File: src/rtl/crc_pkg.sv
// Shared CRC-9 definitions for the serial generator / checker pair.
package crc_pkg;
   localparam int              CRC9_W     = 9;
   localparam int              CRC_DATA_W = 10;
   localparam logic [CRC9_W-1:0] CRC9_POLY = 9'h083;  // x^9+x^7+x+1, x^9 implicit

   typedef enum logic [1:0] {IDLE, DATA, CRC, DONE} crc_rx_state_t;

   // One step of the bit-serial division (init 0, no reflection, no final XOR).
   function automatic logic [CRC9_W-1:0] crc9_next(input logic [CRC9_W-1:0] rem,
                                                   input logic              b);
      logic fb;
      fb = b ^ rem[CRC9_W-1];
      return {rem[CRC9_W-2:0], 1'b0} ^ (fb ? CRC9_POLY : '0);
   endfunction
endpackage

File: src/rtl/crc_lfsr_serial.sv
// Bit-serial polynomial divider. clr zeroes the remainder; when clr and en
// coincide the bit is divided into a freshly cleared remainder.
module crc_lfsr_serial
   import crc_pkg::*;
#(
   parameter int               CRC_W = CRC9_W,
   parameter logic [CRC_W-1:0] POLY  = CRC9_POLY
) (
   input  logic             clk,
   input  logic             reset,
   input  logic             clr,
   input  logic             en,
   input  logic             bit_in,
   output logic [CRC_W-1:0] rem
);
   logic [CRC_W-1:0] rem_q, rem_d, base;
   logic             fb;

   // Next remainder: optional clear, then optional division step.
   always_comb begin
      base  = clr ? '0 : rem_q;
      fb    = bit_in ^ base[CRC_W-1];
      rem_d = base;
      if (en) rem_d = {base[CRC_W-2:0], 1'b0} ^ (fb ? POLY : '0);
   end

   // Remainder register.
   always_ff @(posedge clk) begin
      if (reset) rem_q <= '0;
      else       rem_q <= rem_d;
   end

   assign rem = rem_q;
endmodule

File: config.mk
export PLATFORM = sky130hd
export DESIGN_NAME = crc_lfsr_serial
export DESIGN_NICKNAME = d
export VERILOG_FILES = /design/src/rtl/crc_pkg.sv /design/src/rtl/crc_lfsr_serial.sv
export SDC_FILE = /design/constraint.sdc
export NUM_CORES = 1
export LEC_CHECK = 0
export CORE_AREA = 2 2 39 41
export DETAILED_ROUTE_END_ITERATION = 8
export DIE_AREA = 0 0 41 43
export MAX_ROUTING_LAYER = met4
export PLACE_DENSITY_LB_ADDON = 0.15
export SETUP_SLACK_MARGIN = 0.5
export SLEW_MARGIN = 25
export SYNTH_ARGS = -nofsm -noshare
export SYNTH_HDL_FRONTEND = slang
export SYNTH_SLANG_ARGS = --single-unit
File: constraint.sdc
create_clock -name clk -period 1.1 [get_ports clk]
set_clock_uncertainty 0.15 [all_clocks]
set_input_delay 0.165 -clock clk [delete_from_list [all_inputs] [get_ports clk]]
set_output_delay 0.165 -clock clk [all_outputs]
set_load 0.005 [all_outputs]
==> Word level (Yosys, flattened, before mapping) <==
Index checks and enable logic that the tools add are counted.
{ "word_totals": {"regBits": 9, "input_bits": 5, "out_inout_bits": 9, "elab_cells": 6} }
{ "op_classes": {"mux": 3, "n_bitwise": 2} }
{ "ops": {"columns": ["op", "count"], "rows": [
  ["$mux W9", 2],
  ["$xor A9 B8 Y9", 1],
  ["$mux W8", 1],
  ["$xor A1 B1 Y1", 1]
]} }

==> Logic depth before layout (Yosys ltp) <==
{ "logic_depth": {"word_depth": 5, "mapped_depth": 4, "mapped_depth_nobuf": 3} }

==> Worst setup path after synthesis <==
No wires, ideal clock.
{ "synth_path": {"kind": "register to register", "from": "reg rem_q[8], in the netlist rem[8]", "to": "reg rem_q[1], in the netlist rem[1]", "setup_time_ns": 0.134, "arrival_time_ns": 0.929, "required_ns": 0.816, "setup_slack_ns": -0.113, "stages_incl_launch_ff": 4, "n_path_buf": 0, "synth_period_minus_slack_ns": 1.213, "cell_sequence": "dfxtp_1 > xnor2_1 > a2111oi_2 > a311oi_1"} }
{ "synth_via": {"elab_chain_cells": 5} }
{ "synth_rtl": {"columns": ["element", "line_no", "source"], "rows": [
  ["from (decl)", "crc_lfsr_serial.sv:16", "logic [CRC_W-1:0] rem_q, rem_d, base;"],
  ["from (signal assigned)", "crc_lfsr_serial.sv:30", "else rem_q <= rem_d;"],
  ["$mux W9", "crc_lfsr_serial.sv:21", "base = clr ? '0 : rem_q;"],
  ["$xor A1 B1 Y1", "crc_lfsr_serial.sv:22", "fb = bit_in ^ base[CRC_W-1];"],
  ["$mux W8", "crc_lfsr_serial.sv:24", "if (en) rem_d = {base[CRC_W-2:0], 1'b0} ^ (fb ? POLY : '0);"],
  ["$xor A9 B8 Y9", "crc_lfsr_serial.sv:24", null],
  ["$mux W9", "crc_lfsr_serial.sv:24", null]
]} }
Every way passes these cells.
A chain may end at the register's enable or synchronous reset.

==> Final worst setup path <==
Same ends and word-level chain as after synthesis.

==> metrics <==
Num CTS Buffers 3; Yosys top cell area share 44.6%; number of global-route vias before repair 368; Fin Hold WS -0.0187 ns; Leak 0.361 nW; post-synth cell types 17; Final ANT Viol Nets 0; total number of vias 416; post-route minimum period 1.29 ns; GR Overflow Total 0; critical-path cell list buf_6 -> buf_4 -> xnor2_4 -> a2111oi_4 -> a311oi_1; area delta synth->final 92.9%; Hold Vio Cnt, Final 1; Clk Latency, worst-skew pair 0.27 ns; Max VDD drop 0.505 mV; register area share after synthesis 44.6%; #FFs+latches synth 9; Hold/Removal Path Class in -> reg; share of post-route cells with drive strength above 1 63.5%; Max clock buf depth 2; post-DR vias/cell 4.62; Worst Setup Start Kind register; CTS sink cnt 9; Sw Ratio 25.9%; CTS Hold Buffers Added 0; Internal Pwr Total 0.000530 W; pin count of the biggest net entering global routing 7; Die Ht 43 um; slowest CP cell dfxtp_4; TritonCTS clock tree done; worst-margin pin slew 0.268 ns; filler cell count 145; FF-to-FF setup slack -0.19 ns; drt first pass iters 4; failing checks hold timing, setup timing; Initial DRC Count 8; post-synth top area cell dfxtp_1; routability cong. 0.718; count of max-cap constraint violations 0; die area 1760 sq um; Worst Path Buf+Inv 2; Syn. warnings 0; min setup slack post-route -0.188 ns; first-pass GRT wire length 1.53 mm; Seq pwr share 46.9%; synth top area cells dfxtp_1 45%, mux2i_1 15%, nor2_1 5.6%, a311oi_1 4.3%, xnor2_1 4.3%; num ports 14; Nets 80; DIE WIDTH 41 um; syn_area_per_cell 9.86 sq um; Cell Area, Synth 404 sq um; Worst-path clk slew 0.07 ns; Sw Pwr 0.000185 W; P per Cell Area 918 nW/um^2; fin. max-slew vios 0; initial antenna violation count 0; Detail Placement HPWL 746 um; Final setup viols 4; DR WL/cell 11.2 um; power share of the clock group 36.9%; Critical Path RT 1.12 ns; syn nets 46; Comb pwr share 16.3%; routed wire length 1.01 mm; max reg flops 9; crit path kind reg -> reg; IO Port Bufs 13; CP top delay family flip-flops; run status finished, violations left; residual DRC count 0; clk root buf clkbuf_4; CP peak stage delay 0.34 ns; standard-cell rows 14; Crit. End Element register; synthesized instance count 41; RSZ-0062 raised after global routing true; relative slew slack 82.1%; crit path DAT 1.31 ns; crit path max fanout 3; Util after Layout 56.3%; Total Routing Usage GR 13.7%; CORE AREA 1380 sq um; Max Fclk 776 MHz; antenna fix cells 0; final period utilization 117%; Initial Util 29.2%; # H-tree levels 1
[cells by family after synthesis]
group           count (synthesis)  share of synthesized area [%]
xor+xnor                        2                           4.34
simple gates                   13                           14.6
compound gates                  7                           16.1
mux                             6                           14.9
flops                           9                           44.6
buf+inv                         4                           5.57
[per-stage QoR]
stage / power (W) / std cells / setup TNS (ns) / setup slack, ns / area, sq um
floorplan: 0.000396 / 41 / 0 / 0.0413 / 452
CTS: 0.000713 / 89 / -0.702 / -0.223 / 729
global route: 0.000752 / 90 / -0.744 / -0.267 / 779
finish: 0.000716 / 90 / -0.492 / -0.188 / 779
global placement: 0.000445 / 80 / -3.33 / -0.471 / 679
detailed placement: 0.000444 / 80 / -3.47 / -0.460 / 679
[synth_stat cells]
library cell / number
a311oi_1: 2
mux2i_1: 6
buf_6: 1
xnor2_1: 2
nand3_1: 2
a21o_1: 1
a2111oi_2: 1
nand2_1: 3
a21o_2: 1
dfxtp_1: 9
clkbuf_1: 1
nor2b_2: 1
or2_1: 1
nor2_1: 6
a2111oi_1: 1
a31oi_1: 1
inv_1: 2
[worst reg2reg max path, cell delays in order (launching register included)]
cell and delay (ns):
dfxtp_4 0.34, buf_6 0.12, buf_4 0.14, xnor2_4 0.19
a2111oi_4 0.04, a311oi_1 0.20
[routing by layer]
layer  track usage (%)  vias to the layer above  routed length (um)
met1              16.2                      194                 424
met5                 -                        -                   0
met2              19.4                        8                 524
li1                  -                      214                   -
met4              4.00                        0                   0
met3              7.85                        0                  56
[final timing paths]
path	start	to	cells past startpoint
setup / recovery	rem[8]	rem[1]	5
hold / removal	reset	rem[0]	2
setup reg to reg	rem[8]	rem[1]	5
hold reg to reg	rem[2]	rem[2]	3
[placed cells by master (no fill, tap or decap)]
cell / Yosys / final
buf_6: 1 / 10
buf_4: 0 / 8
dfxtp_2: 0 / 7
mux2i_1: 6 / 6
nor2_1: 6 / 6
buf_2: 0 / 6
nand2_1: 3 / 3
clkbuf_4: 0 / 3
clkbuf_2: 0 / 3
inv_1: 2 / 2
xnor2_4: 0 / 2
a311oi_1: 2 / 2
nand3_1: 2 / 2
dlygate4sd2_1: 0 / 2
or2_4: 0 / 1
nor2b_4: 0 / 1
a2111oi_4: 0 / 1
a21o_1: 1 / 1
a21o_2: 1 / 1
a31oi_1: 1 / 1
a2111oi_2: 1 / 1
clkinv_2: 0 / 1
dlymetal6s2s_1: 0 / 1
buf_12: 0 / 1
dfxtp_1: 9 / 1
dfxtp_4: 0 / 1
[final cells by class]
| type | instances | area, sq um | share of cell area (%) |
|---|---|---|---|
| clock buffer | 3 | 22.5 | 2.89 |
| clock inverter | 1 | 5.00 | 0.642 |
| inverter | 2 | 7.51 | 0.963 |
| multi-input combinational | 28 | 264 | 33.9 |
| sequential | 9 | 193 | 24.7 |
| tap | 16 | 20.0 | 2.57 |
| timing repair buffer | 31 | 268 | 34.3 |
[timing repair]
item	CTS	global route
setup endpoints to repair	18	18
pin swaps	6	4
cloned	0	0
buffers inserted	5	1
resized for setup	37	16
endpoints found under the hold margin	0	1
[power by group through the flow]
stage / combinational, W / sequential [W] / clock [W]
2_1_floorplan: 0.0000493 / 0.000347 / 0
3_3_place_gp: 0.0000997 / 0.000345 / 0
3_5_place_dp: 0.0000993 / 0.000345 / 0
4_1_cts: 0.000105 / 0.000334 / 0.000274
5_1_grt: 0.000126 / 0.000336 / 0.000291
6_report: 0.000116 / 0.000335 / 0.000264
Power figures use the tool's default switching activity.
